## config.mk

```make
export PLATFORM = sky130hd
export DESIGN_NAME = mux_tree_pipe
export DESIGN_NICKNAME = d
export VERILOG_FILES = /design/src/rtl/mux_tree_pipe.sv
export SDC_FILE = /design/constraint.sdc
export NUM_CORES = 1
export LEC_CHECK = 0
export ABC_AREA = 1
export CAP_MARGIN = 40
export CORE_AREA = 8 8 210 212
export CTS_BUF_LIST = sky130_fd_sc_hd__clkbuf_16
export CTS_CLUSTER_SIZE = 14
export DETAILED_ROUTE_END_ITERATION = 8
export DIE_AREA = 0 0 218 220
export SKIP_LAST_GASP = 1
export SLEW_MARGIN = 5
export SYNTH_ARGS = -nofsm -noshare
export SYNTH_HDL_FRONTEND = slang
export SYNTH_SLANG_ARGS = --single-unit
```

## constraint.sdc

```tcl
create_clock -name clk -period 1.3 [get_ports clk]
set_input_delay 0.26 -clock clk [delete_from_list [all_inputs] [get_ports clk]]
set_output_delay 0.26 -clock clk [all_outputs]
set_load 0.005 [all_outputs]
```

## src/rtl/mux_tree_pipe.sv

```systemverilog
// mux_tree_pipe: pipelined 2**SEL_W : 1 word multiplexer built as a binary
// tree of 2:1 levels, with a register after every PIPE_EVERY levels.
// Stage j resolves select bits [j*PIPE_EVERY, min((j+1)*PIPE_EVERY, SEL_W)).
// The LSBs are resolved first, so each stage only carries the candidates that
// are still possible.
// The whole pipeline advances or stalls together. It advances when the output
// is empty or is being consumed.
// Optional feature macro: MUX_TREE_RR_SEL_EN. When it is defined, an internal
// round-robin pointer replaces in_sel as the select source.
module mux_tree_pipe #(
  parameter int WIDTH      = 32,
  parameter int SEL_W      = 4,
  parameter int PIPE_EVERY = 2
) (
  input  logic                        clk,
  input  logic                        rst,
  input  logic [(2**SEL_W)*WIDTH-1:0] in_data,
  input  logic [SEL_W-1:0]            in_sel,
  input  logic                        in_valid,
  output logic                        in_ready,
  output logic [WIDTH-1:0]            out_data,
  output logic [SEL_W-1:0]            out_sel,
  output logic                        out_valid,
  input  logic                        out_ready
);

  localparam int STAGES = (SEL_W + PIPE_EVERY - 1) / PIPE_EVERY;

  // Global stall: every stage shifts together when the output slot is free.
  logic w_advance;
  assign w_advance = ~out_valid | out_ready;
  assign in_ready  = w_advance;

  // Select index that enters stage 0 together with the data.
  logic [SEL_W-1:0] w_sel_src;

`ifdef MUX_TREE_RR_SEL_EN
  logic [SEL_W-1:0] r_rr_ptr;
  logic             w_unused_sel;

  // Round-robin pointer: steps (mod N) on every accepted input transfer.
  always_ff @(posedge clk) begin
    if (rst) begin
      r_rr_ptr <= '0;
    end else if (in_valid && w_advance) begin
      r_rr_ptr <= r_rr_ptr + SEL_W'(1);
    end
  end

  assign w_sel_src    = r_rr_ptr;
  assign w_unused_sel = ^in_sel;
`else
  assign w_sel_src = in_sel;
`endif

  genvar gi;
  generate
    for (gi = 0; gi < STAGES; gi++) begin : g_stage
      localparam int LO   = gi * PIPE_EVERY;
      localparam int HI   = ((gi + 1) * PIPE_EVERY < SEL_W) ? (gi + 1) * PIPE_EVERY : SEL_W;
      localparam int NB   = HI - LO;
      localparam int CIN  = 2**(SEL_W - LO);
      localparam int COUT = 2**(SEL_W - HI);

      logic                  w_valid_in;
      logic [CIN*WIDTH-1:0]  w_cand_in;
      logic [SEL_W-1:0]      w_sel_in;
      logic [NB-1:0]         w_bits;
      logic [COUT*WIDTH-1:0] w_cand_next;

      // The full original select is kept in each stage. Its upper bits are
      // the select bits that are still unresolved, and the whole value
      // becomes out_sel at the end of the pipeline.
      logic                  r_valid;
      logic [COUT*WIDTH-1:0] r_cand;
      logic [SEL_W-1:0]      r_sel;

      if (gi == 0) begin : g_src
        assign w_valid_in = in_valid;
        assign w_cand_in  = in_data;
        assign w_sel_in   = w_sel_src;
      end else begin : g_src
        assign w_valid_in = g_stage[gi-1].r_valid;
        assign w_cand_in  = g_stage[gi-1].r_cand;
        assign w_sel_in   = g_stage[gi-1].r_sel;
      end

      assign w_bits = w_sel_in[HI-1:LO];

      // NB tree levels collapsed into one 2**NB:1 pick per surviving candidate.
      always_comb begin
        w_cand_next = '0;
        for (int k = 0; k < COUT; k++) begin
          w_cand_next[k*WIDTH +: WIDTH] = w_cand_in[(k * (2**NB) + int'(w_bits)) * WIDTH +: WIDTH];
        end
      end

      // Stage register: the valid bit always shifts on advance. The payload is
      // loaded only behind a valid bit, so bubbles leave the old data in place.
      always_ff @(posedge clk) begin
        if (rst) begin
          r_valid <= 1'b0;
          r_cand  <= '0;
          r_sel   <= '0;
        end else if (w_advance) begin
          r_valid <= w_valid_in;
          if (w_valid_in) begin
            r_cand <= w_cand_next;
            r_sel  <= w_sel_in;
          end
        end
      end
    end
  endgenerate

  assign out_valid = g_stage[STAGES-1].r_valid;
  assign out_data  = g_stage[STAGES-1].r_cand;
  assign out_sel   = g_stage[STAGES-1].r_sel;

endmodule

```

# ---- Word-level counts from Yosys, hierarchy flattened
# Index checks and enable logic that the tools add are counted.
dict set report totals {
  regBits 170
  out_inout_bits 38
  word_cells 18
}
dict set report classes {
  addsub 3
  shift 5
  n_bitwise 2
  n_reduce_logical 2
}
# op count
set op_table {}
lappend op_table {{variable part select 512 x 11 -> 32 bit} 2}
lappend op_table {{variable part select 512 x 10 -> 32 bit} 1}
lappend op_table {{variable part select 512 x 8 -> 32 bit} 1}
lappend op_table {{variable part select 128 x 8 -> 32 bit} 1}
lappend op_table {{adder 4 x 2 -> 5 bit (first input constant)} 2}
lappend op_table {{adder 3 x 2 -> 4 bit (first input constant)} 1}
lappend op_table {{AND reduction 2 bit} 2}
lappend op_table {{NOT 1 bit} 1}
lappend op_table {{bitwise OR 1 bit} 1}

# ---- Logic depth before layout (Yosys ltp)
dict set report logic_depth {
  ltp_word 3
  ltp_mapped 9
  mapped_depth_nobuf 7
}

# ---- Worst setup path after synthesis
# OpenSTA, ideal clock, no wires.
dict set report synth_timing {
  kind {register -> register}
  startpoint {reg g_stage[1].r_valid (netlist: out_valid)}
  endpoint {reg g_stage[1].r_cand[10] (netlist: out_data[10])}
  setup_time_ps 128
  arrival_time_ps 994
  t_required_ps 1172
  path_slack_ps 178
  path_stages_with_launch 8
  n_path_buf 2
  synth_period_minus_slack_ps 1122
  cell_sequence {dfxtp_1 nand2_4 nand2_2 buf_4 buf_2 nand2_1 nand2_1 a21oi_1}
}
dict set report synth_via {
  elab_chain_len 3
}
# item line
set synth_rtl {}
lappend synth_rtl {{start: declaration} 74} ;# logic r_valid;
lappend synth_rtl {{start signal: assignment} 106} ;# r_valid <= w_valid_in;
lappend synth_rtl {{NOT 1 bit} 31} ;# assign w_advance = ~out_valid | out_ready;
lappend synth_rtl {{bitwise OR 1 bit} 31}
lappend synth_rtl {{named net in_ready} 20} ;# output logic in_ready,
lappend synth_rtl {{AND reduction 2 bit (no line)} --}
lappend synth_rtl {{end signal: assignment} 108} ;# r_cand <= w_cand_next;
lappend synth_rtl {{end: declaration} 75} ;# logic [COUT*WIDTH-1:0] r_cand;
# The timed path passes the listed nets, and every way through them passes these cells.
# A chain may end at the register's enable or synchronous reset.

# ---- Final worst setup path
dict set report layout_timing {
  startpoint {reg g_stage[1].r_valid (netlist: out_valid)}
  endpoint {out in_ready}
}
dict set report layout_via {
  elab_chain_len 2
}
# item line
set layout_rtl {}
lappend layout_rtl {{NOT 1 bit} 31}
lappend layout_rtl {{bitwise OR 1 bit} 31}
lappend layout_rtl {{end: declaration} 20}
# No other way between the ends.

==> flow_metrics.tcl <==
set metrics [dict create \
    cts_resized 103 \
    setup_violations 0 \
    path_delay_family "flip-flops" \
    worstHoldEndpoint "g_stage[0].r_sel[1]" \
    fin_skew_ns 0.01294 \
    r2r-start "g_stage[0].r_sel[2]" \
    power.density_nw_per_um2 867.2 \
    grt_pass1_wl_microns 81880 \
    die_h_microns 220 \
    crit_fanout 3 \
    fin_ws_ns 0.02485 \
    cts_buffer_depth 2 \
    nets 3174 \
    final-hold-violation-count 0 \
    rsz0062_at_grt "yes" \
    final_area_sq_um 18800 \
    overflow 0 \
    antenna_found_initial 0 \
    antenna_left 0 \
    ys_ff_latch 170 \
    cts_tree "built" \
    fmax_mhz 784.2 \
    leakagePower_nw 8.955 \
    numPortBuffers 557 \
    hold_buffers 0 \
    outcome "complete, no violations" \
    fin_setup_tns_ns 0 \
    grt_max_degree 63 \
    place_area_sq_um 18260 \
    synth_top_area_share_pct 35.19 \
    synthTopCellsByArea "nand2_1 (35%), dfxtp_1 (29%), nand3_1 (14%)" \
    critical_path_buf_inv_count 1 \
    gr-usage-all-layers_pct 21.95 \
    diodes 0 \
    synthCells 2142 \
    syn_nets 2662 \
    vias_per_cell 4.618 \
    ff2ff_setup_slack_ns 0.07 \
    clock-sinks 170 \
    max_stage_delay_ns 0.36 \
    seq_area_frac_synth_pct 28.69 \
    start_kind "register" \
    drv_slew 0 \
    cp_data_arrival_time_ns 1.02 \
    min_from "in_sel[1]" \
    start_util_pct 29.25 \
    worstMarginPinSlew_ns 0.3694 \
    r2r_cells 6 \
    die_area_sq_um 47960 \
    syn_to_final_growth_pct 58.50 \
    ir_drop_mv 0.6756 \
    yosysWarnings 0 \
    drc_errors 0 \
    hold_depth 4 \
    netlist.top_cell.by_area "nand2_1" \
    dpl_worst_slack_ns -0.3577 \
    synth_cell_types 17 \
    wl_per_cell_microns 17.51 \
    min_path_type "in -> reg" \
    post_cts_buffers 0 \
    path_class "reg -> out" \
    fin_crit_sh_pct 98.09 \
    syn_avg_cell_area_sq_um 5.538 \
    coreArea_sq_um 40550 \
    clkTransAtPathRegs_ns 0.07 \
    io_pins 558 \
    vias 14774 \
    synth_area_sq_um 11860 \
    die_w_microns 218 \
    grt_pass1_vias 14225 \
    drtPass1Iterations 8 \
    rows 74 \
    layout-drive-gt1-share_pct 7.724 \
    cp_cell_sequence "nand2_4 > clkbuf_2" \
    reg2reg_to "out_data[24]" \
    cp.depth 2 \
    drtIter0Drc 905 \
    cts_inserted_buffers 17 \
    gp_congestion 0.8616 \
    routed_wl_microns 56020 \
    cp.required_ns 1.04 \
    clockRootBuffer "clkbuf_16" \
    cap_violations 0 \
    worstSkewPairLatency_ns 0.43 \
    cp_slowest_cell "dfxtp_4" \
    hpwl_microns 45210 \
    cp-end-kind "primary output" \
    min_period_ns 1.275 \
    relSlewSlack_pct 75.37 \
    htreeDepth 4 \
]
tightest hold or removal path, delay by kind of cell:
family	cells	cell delay, ns
AND/OR/NAND/NOR	1	0.08
buffers and inverters	2	0.31
AO/OA/AOI/OAI	1	0.11
where the power goes:
group	internal, W	switching, W
Clock	0.00272	0.00240
Sequential	0.00565	0.000287
Combinational	0.00268	0.00256
Total	0.0111	0.00525
worst max path at each step:
stage	start	end
after floorplan	out_valid	out_data[10]
after global placement	out_ready	out_data[4]
after detailed placement	out_ready	out_data[0]
after CTS	out_valid	in_ready
after global routing	out_ready	in_ready
final	out_valid	in_ready
per-stage QoR:
step	power, W	hold slack (ns)	utilization (%)	instances
final	0.01631	0.3676	46.36	3199
after global routing	0.01721	0.3786	46.36	3199
after CTS	0.01647	0.3677	46.48	3199
after detailed placement	0.01135	0.4736	45.02	3167
after global placement	0.01130	0.4597	45.02	3167
after floorplan	0.008406	0.3291	-	2142
logic make-up after synthesis:
kind of cell / Yosys count / share of synthesized area [%]
AO/OA/AOI/OAI: 170 / 7.805
buffers and inverters: 346 / 13.86
flip-flops: 170 / 28.69
AND/OR/NAND/NOR: 1456 / 49.65
per-layer routing:
metal	GRT usage (%)	vias to the layer above	part of all wire [%]
li1	-	7635	-
met1	27.99	6643	44
met2	37.73	457	48
met3	4.278	39	5.9
met4	5.195	0	2.0
met5	0	-	0
Yosys cell counts:
library cell	n
nand2_1	1112
inv_4	1
nand2_2	1
nand2_4	2
clkbuf_1	25
nor2_1	16
o21ai_0	8
a21oi_1	142
dfxtp_1	170
inv_1	182
buf_4	26
nand3_1	325
a21oi_2	20
buf_1	1
buf_6	18
buf_2	88
inv_2	5
sequential cells by signal, indices dropped and copies added, names as in the netlist:
signal and count:
g_stage.r_valid 1, out_sel 4, g_stage.r_sel 4, out_valid 1, out_data 32, g_stage.r_cand 128
area by class of cell:
class / instances / area, sq um
inverters: 188 / 725.7
clock buffers: 17 / 425.4
multi-input cells: 1626 / 6853
clock inverters: 15 / 157.7
well taps: 532 / 665.6
repair buffers: 651 / 6554
fillers: 4290 / 21750
flip-flops and latches: 170 / 3421
cells in the final DEF, fill, tap and decap left out, types with 2 or more instances in the layout:
cell type	instances
dfxtp_1	160
inv_1	182
buf_4	65
clkinv_4	2
inv_6	7
nor2_1	16
a21oi_1	141
clkdlybuf4s15_1	4
inv_8	4
clkdlybuf4s50_1	517
a21oi_2	21
o21ai_0	8
dfxtp_2	8
nand3_1	321
nand3_2	4
inv_2	3
nand2_4	2
buf_2	9
clkbuf_2	13
clkbuf_16	17
clkdlybuf4s15_2	12
buf_12	29
nand2_1	1112
dfxtp_4	2
(Power assumes the default switching activity.)
